## config.mk

```make
export PLATFORM = sky130hd
export DESIGN_NAME = axis_trailer_appender
export DESIGN_NICKNAME = d
export VERILOG_FILES = /design/src/rtl/axis_trailer_appender.sv
export SDC_FILE = /design/constraint.sdc
export NUM_CORES = 1
export LEC_CHECK = 0
export CAP_MARGIN = 20
export CORE_ASPECT_RATIO = 0.9
export CORE_MARGIN = 2
export CORE_UTILIZATION = 31
export CTS_BUF_LIST = sky130_fd_sc_hd__clkbuf_4
export DETAILED_ROUTE_END_ITERATION = 12
export GPL_TIMING_DRIVEN = 0
export PLACE_DENSITY_LB_ADDON = 0.05
export SLEW_MARGIN = 20
export SYNTH_ARGS = -nofsm -noshare
export SYNTH_HDL_FRONTEND = slang
export SYNTH_SLANG_ARGS = --single-unit
```

## constraint.sdc

```tcl
create_clock -name CLK -period 5.3 [get_ports CLK]
set_clock_uncertainty 0.15 [all_clocks]
set_input_delay 1.06 -clock CLK [delete_from_list [all_inputs] [get_ports CLK]]
set_output_delay 1.06 -clock CLK [all_outputs]
set_load 0.01 [all_outputs]
```

## src/rtl/axis_trailer_appender.sv

```systemverilog
// AXI4-Stream pass-through stage that appends one trailer beat per packet:
// {magic, payload beat count, folded XOR checksum}. Only the trailer carries TLAST.
//
// state   | meaning
// PASS    | forwarding payload beats and accumulating count/checksum
// TRAILER | TLAST beat accepted; waiting for the output register to take the trailer
module axis_trailer_appender #(
  parameter int          DATA_WIDTH    = 64,
  parameter logic [15:0] TRAILER_MAGIC = 16'hA5C3,
  parameter int          CNT_WIDTH     = 16
) (
  input  logic                  CLK,
  input  logic                  RESET,
  input  logic [DATA_WIDTH-1:0] S_AXIS_TDATA,
  input  logic                  S_AXIS_TVALID,
  output logic                  S_AXIS_TREADY,
  input  logic                  S_AXIS_TLAST,
  output logic [DATA_WIDTH-1:0] M_AXIS_TDATA,
  output logic                  M_AXIS_TVALID,
  input  logic                  M_AXIS_TREADY,
  output logic                  M_AXIS_TLAST,
  output logic [31:0]           PKT_COUNT
);

  typedef enum logic {
    PASS    = 1'b0,
    TRAILER = 1'b1
  } state_t;

  state_t                state;
  logic [CNT_WIDTH-1:0]  beat_cnt;
  logic [DATA_WIDTH-1:0] chk;
  logic                  out_free;
  logic                  accept;
  logic [DATA_WIDTH-1:0] trailer_word;

  assign out_free      = !M_AXIS_TVALID || M_AXIS_TREADY;
  assign S_AXIS_TREADY = out_free && (state == PASS) && !RESET;
  assign accept        = S_AXIS_TVALID && S_AXIS_TREADY;

  // Checksum is folded to 32 bits so magic and count fit in the upper half.
  assign trailer_word = {TRAILER_MAGIC, beat_cnt,
                         chk[DATA_WIDTH-1:DATA_WIDTH/2] ^ chk[DATA_WIDTH/2-1:0]};

  always_ff @(posedge CLK) begin
    if (RESET) begin
      state         <= PASS;
      beat_cnt      <= '0;
      chk           <= '0;
      M_AXIS_TDATA  <= '0;
      M_AXIS_TVALID <= 1'b0;
      M_AXIS_TLAST  <= 1'b0;
      PKT_COUNT     <= '0;
    end else begin
      // A drained register empties unless one of the loads below refills it.
      if (M_AXIS_TVALID && M_AXIS_TREADY)
        M_AXIS_TVALID <= 1'b0;

      case (state)
        PASS: begin
          if (accept) begin
            M_AXIS_TDATA  <= S_AXIS_TDATA;
            M_AXIS_TLAST  <= 1'b0;
            M_AXIS_TVALID <= 1'b1;
            if (beat_cnt != '1)
              beat_cnt <= beat_cnt + CNT_WIDTH'(1);
            chk <= chk ^ S_AXIS_TDATA;
            if (S_AXIS_TLAST)
              state <= TRAILER;
          end
        end
        TRAILER: begin
          if (out_free) begin
            M_AXIS_TDATA  <= trailer_word;
            M_AXIS_TLAST  <= 1'b1;
            M_AXIS_TVALID <= 1'b1;
            beat_cnt      <= '0;
            chk           <= '0;
            PKT_COUNT     <= PKT_COUNT + 32'd1;
            state         <= PASS;
          end
        end
        default: state <= PASS;
      endcase
    end
  end

endmodule

```

==> impl_metrics.tcl, run 1 <==
set metrics [dict create \
    yosys_warnings 0 \
    post-layout-total-power_mw 2.695 \
    drt-wirelength-per-cell_um 16.90 \
    drt-vias-per-instance 4.788 \
    cellLeakagePower_nw 3.400 \
    ys_async_sr_fraction 0 \
    status "finished clean" \
    crit_chain "clkdlybuf4s50_1 > inv_1 > nand2_1 > nor2_1 > clkdlybuf4s50_1" \
    crit_required_ns 4.09 \
    timing_worst_slew_pin_value_ns 0.7392 \
    cts_num_sinks 179 \
    max-cap-violations 0 \
    boundaryPins 168 \
    clockBufferDepth 2 \
    synthesis.nets 983 \
    setup_viol_count_final 0 \
    min_period_over_period 0.7822 \
    ys_flop_type "sky130_fd_sc_hd__dfxtp_1" \
    clock_tree.htree_level_count 4 \
    die_h_um 152.7 \
    tritoncts_clock_tree "done" \
    hpwlAfterDp_um 17390 \
    initial_utilization 0.3151 \
    postRouteWirelength_um 24010 \
    max-vdd-ir-drop_mv 0.1211 \
    gp_congestion 0.8753 \
    path_max_fanout 9 \
    grt_first_pass_wirelength_um 38090 \
    post-place-ws_ns 1.228 \
    hold_violations 0 \
    average_footprint_of_a_synthesized_cell_um2 8.356 \
    power.share.combinational 0.161 \
    cellPowerDensity_nw_per_um2 270.7 \
    netlist_area_um2 7621 \
    die-area_um2 25860 \
    dr_total_vias 6804 \
    power.sequential.fraction 0.546 \
    reg2reg_slack_ns 2.60 \
    syn-instance-count 912 \
    synth_enable_flop_cells 0 \
    grtUsageTotal 0.1887 \
    power.switching_mw 0.8122 \
    achievable-frequency_ghz 0.2412 \
    critPathKind "in2out" \
    endpoint_kind "output pin" \
    area_delta_synth_final_pct 30.64 \
    number_of_buffers_inserted_by_hold_repair_at_cts 0 \
    dieWidth_um 169.3 \
    cts-resized-gates 0 \
    finalSetupTns_ns 0 \
    globalRouteOverflowTotal 0 \
    max_transition_margin 0.5027 \
    worst-path-buf-inv 3 \
    layout_min_cycle_time_ns 4.145 \
    clk_latency_ns 0.58 \
    path_clk_slew_ns 0.14 \
    post-cts-setup-buffer-count 0 \
    postRouteAntennaNets 0 \
    number_of_antenna_violations_at_the_first_check_in_global_routing 2 \
    power.internal_mw 1.883 \
    synth_seq_area_share 0.4702 \
    min_path_type "reg2reg" \
    drt_first_iter_violations 374 \
    placement_rows 54 \
    critPathMostFrequentCell "sky130_fd_sc_hd__clkdlybuf4s50_1" \
    grt_pass1_vias 6691 \
    slew_viol_final 0 \
    clock_tree_root_driver_cell "sky130_fd_sc_hd__clkbuf_4" \
    timing.critical_path.slowest_stage_cell "sky130_fd_sc_hd__clkdlybuf4s50_1" \
    floorplan.core_area_um2 24190 \
    drc_violations 0 \
    port-buffer-count 167 \
    path_delay_family "buffers and inverters" \
    ys_types 47 \
    drtPass1Iterations 6 \
    largest_net_degree_at_the_start_of_global_routing 17 \
    start_kind "input pin" \
    post_route_cells_drive_above_1_share 0.04950 \
    finalWorstSetupSlack_ns 1.155 \
    timing.critical_path.slowest_cell_delay_ns 0.59 \
    yosys_register_bits 179 \
    rsz_0062_raised_after_global_routing "no" \
    pwr-share-clk 0.294 \
    cts_inserted_buffers 17 \
    worst-endpoint-arrival_ns 2.94 \
    layout.nets 1169 \
    power.share.switching 0.3014 \
]
[placed cells by master, fill, tap and decap left out, drive strengths merged, types with 2 or more instances in the layout]
cell type | Yosys | routed
xnor2 | 54 | 54
nor2 | 136 | 136
xor2 | 61 | 61
a21o | 16 | 16
inv | 10 | 15
nor4 | 8 | 8
o21ai | 21 | 21
a21oi | 88 | 88
a221oi | 16 | 16
and4 | 6 | 6
clkbuf | 42 | 62
or4 | 2 | 2
a31oi | 10 | 10
nor3 | 18 | 18
nand3 | 32 | 32
nand2b | 2 | 2
nand2 | 134 | 134
ha | 2 | 2
nand4 | 14 | 14
clkinvlp | 0 | 2
clkdlybuf4s50 | 0 | 167
a22oi | 16 | 16
and3 | 3 | 3
dfxtp | 179 | 179
and2 | 2 | 2
or3 | 4 | 4
clkinv | 1 | 5
buf | 14 | 14
or2 | 7 | 7
diode | 0 | 2
[cells in the mapped netlist (2+ instances only)]
library cell	n	area, um^2
sky130_fd_sc_hd__dfxtp_1	179	3583
sky130_fd_sc_hd__nor2_1	136	510.5
sky130_fd_sc_hd__nand2_1	134	503.0
sky130_fd_sc_hd__a21oi_1	88	440.4
sky130_fd_sc_hd__xor2_1	61	534.3
sky130_fd_sc_hd__xnor2_1	54	473.0
sky130_fd_sc_hd__clkbuf_1	42	157.7
sky130_fd_sc_hd__nand3_1	32	160.2
sky130_fd_sc_hd__o21ai_0	20	100.1
sky130_fd_sc_hd__nor3_1	18	90.09
sky130_fd_sc_hd__a21o_1	16	120.1
sky130_fd_sc_hd__a221oi_1	16	140.1
sky130_fd_sc_hd__a22oi_1	16	120.1
sky130_fd_sc_hd__nand4_1	13	81.33
sky130_fd_sc_hd__a31oi_1	10	62.56
sky130_fd_sc_hd__inv_1	10	37.54
sky130_fd_sc_hd__buf_1	7	26.28
sky130_fd_sc_hd__or2_2	7	43.79
sky130_fd_sc_hd__and4_1	6	52.55
sky130_fd_sc_hd__buf_2	6	30.03
sky130_fd_sc_hd__nor4_2	5	62.56
sky130_fd_sc_hd__or3_1	4	25.02
sky130_fd_sc_hd__and3_1	3	18.77
sky130_fd_sc_hd__and2_1	2	12.51
sky130_fd_sc_hd__ha_1	2	25.02
sky130_fd_sc_hd__nand2b_1	2	12.51
sky130_fd_sc_hd__nor4_1	2	12.51
sky130_fd_sc_hd__or4_1	2	15.01
[power groups by stage]
stage	combinational (mW)	sequential (mW)	clock (mW)
finish	0.433	1.47	0.792
global route	0.481	1.48	0.868
CTS	0.440	1.47	0.816
detailed placement	0.437	1.50	0
global placement	0.436	1.50	0
floorplan	0.215	1.51	0
[routing by layer]
metal,share of wire,global-route usage,routed length [um]
met1,0.49,0.2637,11870
met3,0.052,0.05169,1247
met4,0.017,0.04558,403
met5,0,0,0
met2,0.44,0.2882,10490
[per-stage QoR]
step	hold WS [ns]	cell area (um^2)	instances	util
global placement	0.2969	9678	1387	0.4001
detailed placement	0.2959	9678	1387	0.4001
CTS	0.3189	9951	1419	0.4114
floorplan	0.3145	7621	912	-
finish	0.3151	9956	1421	0.4116
global route	0.3399	9953	1420	0.4115
[registers in the layout (all words and copies together), names as in the netlist]
register and cells:
PKT_COUNT 32, state 1, M_AXIS_TVALID 1, M_AXIS_TDATA 64, M_AXIS_TLAST 1, beat_cnt 16
chk 64
[layout make-up]
type | instances | area, um^2
antenna | 2 | 5.005
buffer | 56 | 225.2
clock buffer | 20 | 150.1
clock inverter | 12 | 122.6
fill | 2572 | 14230
inverter | 11 | 41.29
multi-input combinational | 666 | 3771
sequential | 179 | 3583
tap | 308 | 385.4
timing repair buffer | 167 | 1672
[logic make-up (layout without fill, tap and decap cells)]
| kind of cell | count (synthesis) | in the layout | share of synthesized area |
|---|---|---|---|
| XOR/XNOR | 115 | 115 | 0.1322 |
| other | 0 | 2 | 0 |
| buffers and inverters | 67 | 266 | 0.03497 |
| adder cells (fa/ha/maj) | 2 | 2 | 0.003283 |
| AO/OA/AOI/OAI | 175 | 175 | 0.1377 |
| AND/OR/NAND/NOR | 374 | 374 | 0.2216 |
| flip-flops | 179 | 179 | 0.4702 |
[worst register-to-register path: stages, from the launching register on]
cell	delay, ns
sky130_fd_sc_hd__dfxtp_1	0.46
sky130_fd_sc_hd__clkinv_1	0.34
sky130_fd_sc_hd__o21ai_1	0.42
sky130_fd_sc_hd__clkbuf_1	0.57
sky130_fd_sc_hd__buf_1	0.55
sky130_fd_sc_hd__nor2_1	0.10
[worst paths after layout]
kind,from,endpoint,depth (start not counted)
max,RESET,S_AXIS_TREADY,5
max reg2reg,state,chk[60],5
min,M_AXIS_TDATA[3],M_AXIS_TDATA[3],2
min reg2reg,M_AXIS_TDATA[3],M_AXIS_TDATA[3],2
Note: power is estimated with default switching activity, not from simulation.
==> run 2: changes to the inputs <==
- clock period: 5.3 -> 4.1 ns (I/O delays scaled with it)
==> results of run 2 <==
Same layout as run 1 (identical final DEF). Status: finished clean.
Main changes from that run: setup slack after placement 1.228 ns -> 0.5077 ns; setup slack after layout 1.155 ns -> 0.4345 ns; register-to-register setup slack 2.60 ns -> 1.40 ns; total power 2.695 mW -> 3.484 mW; worst IR drop on VDD 0.1211 mV -> 0.1565 mV
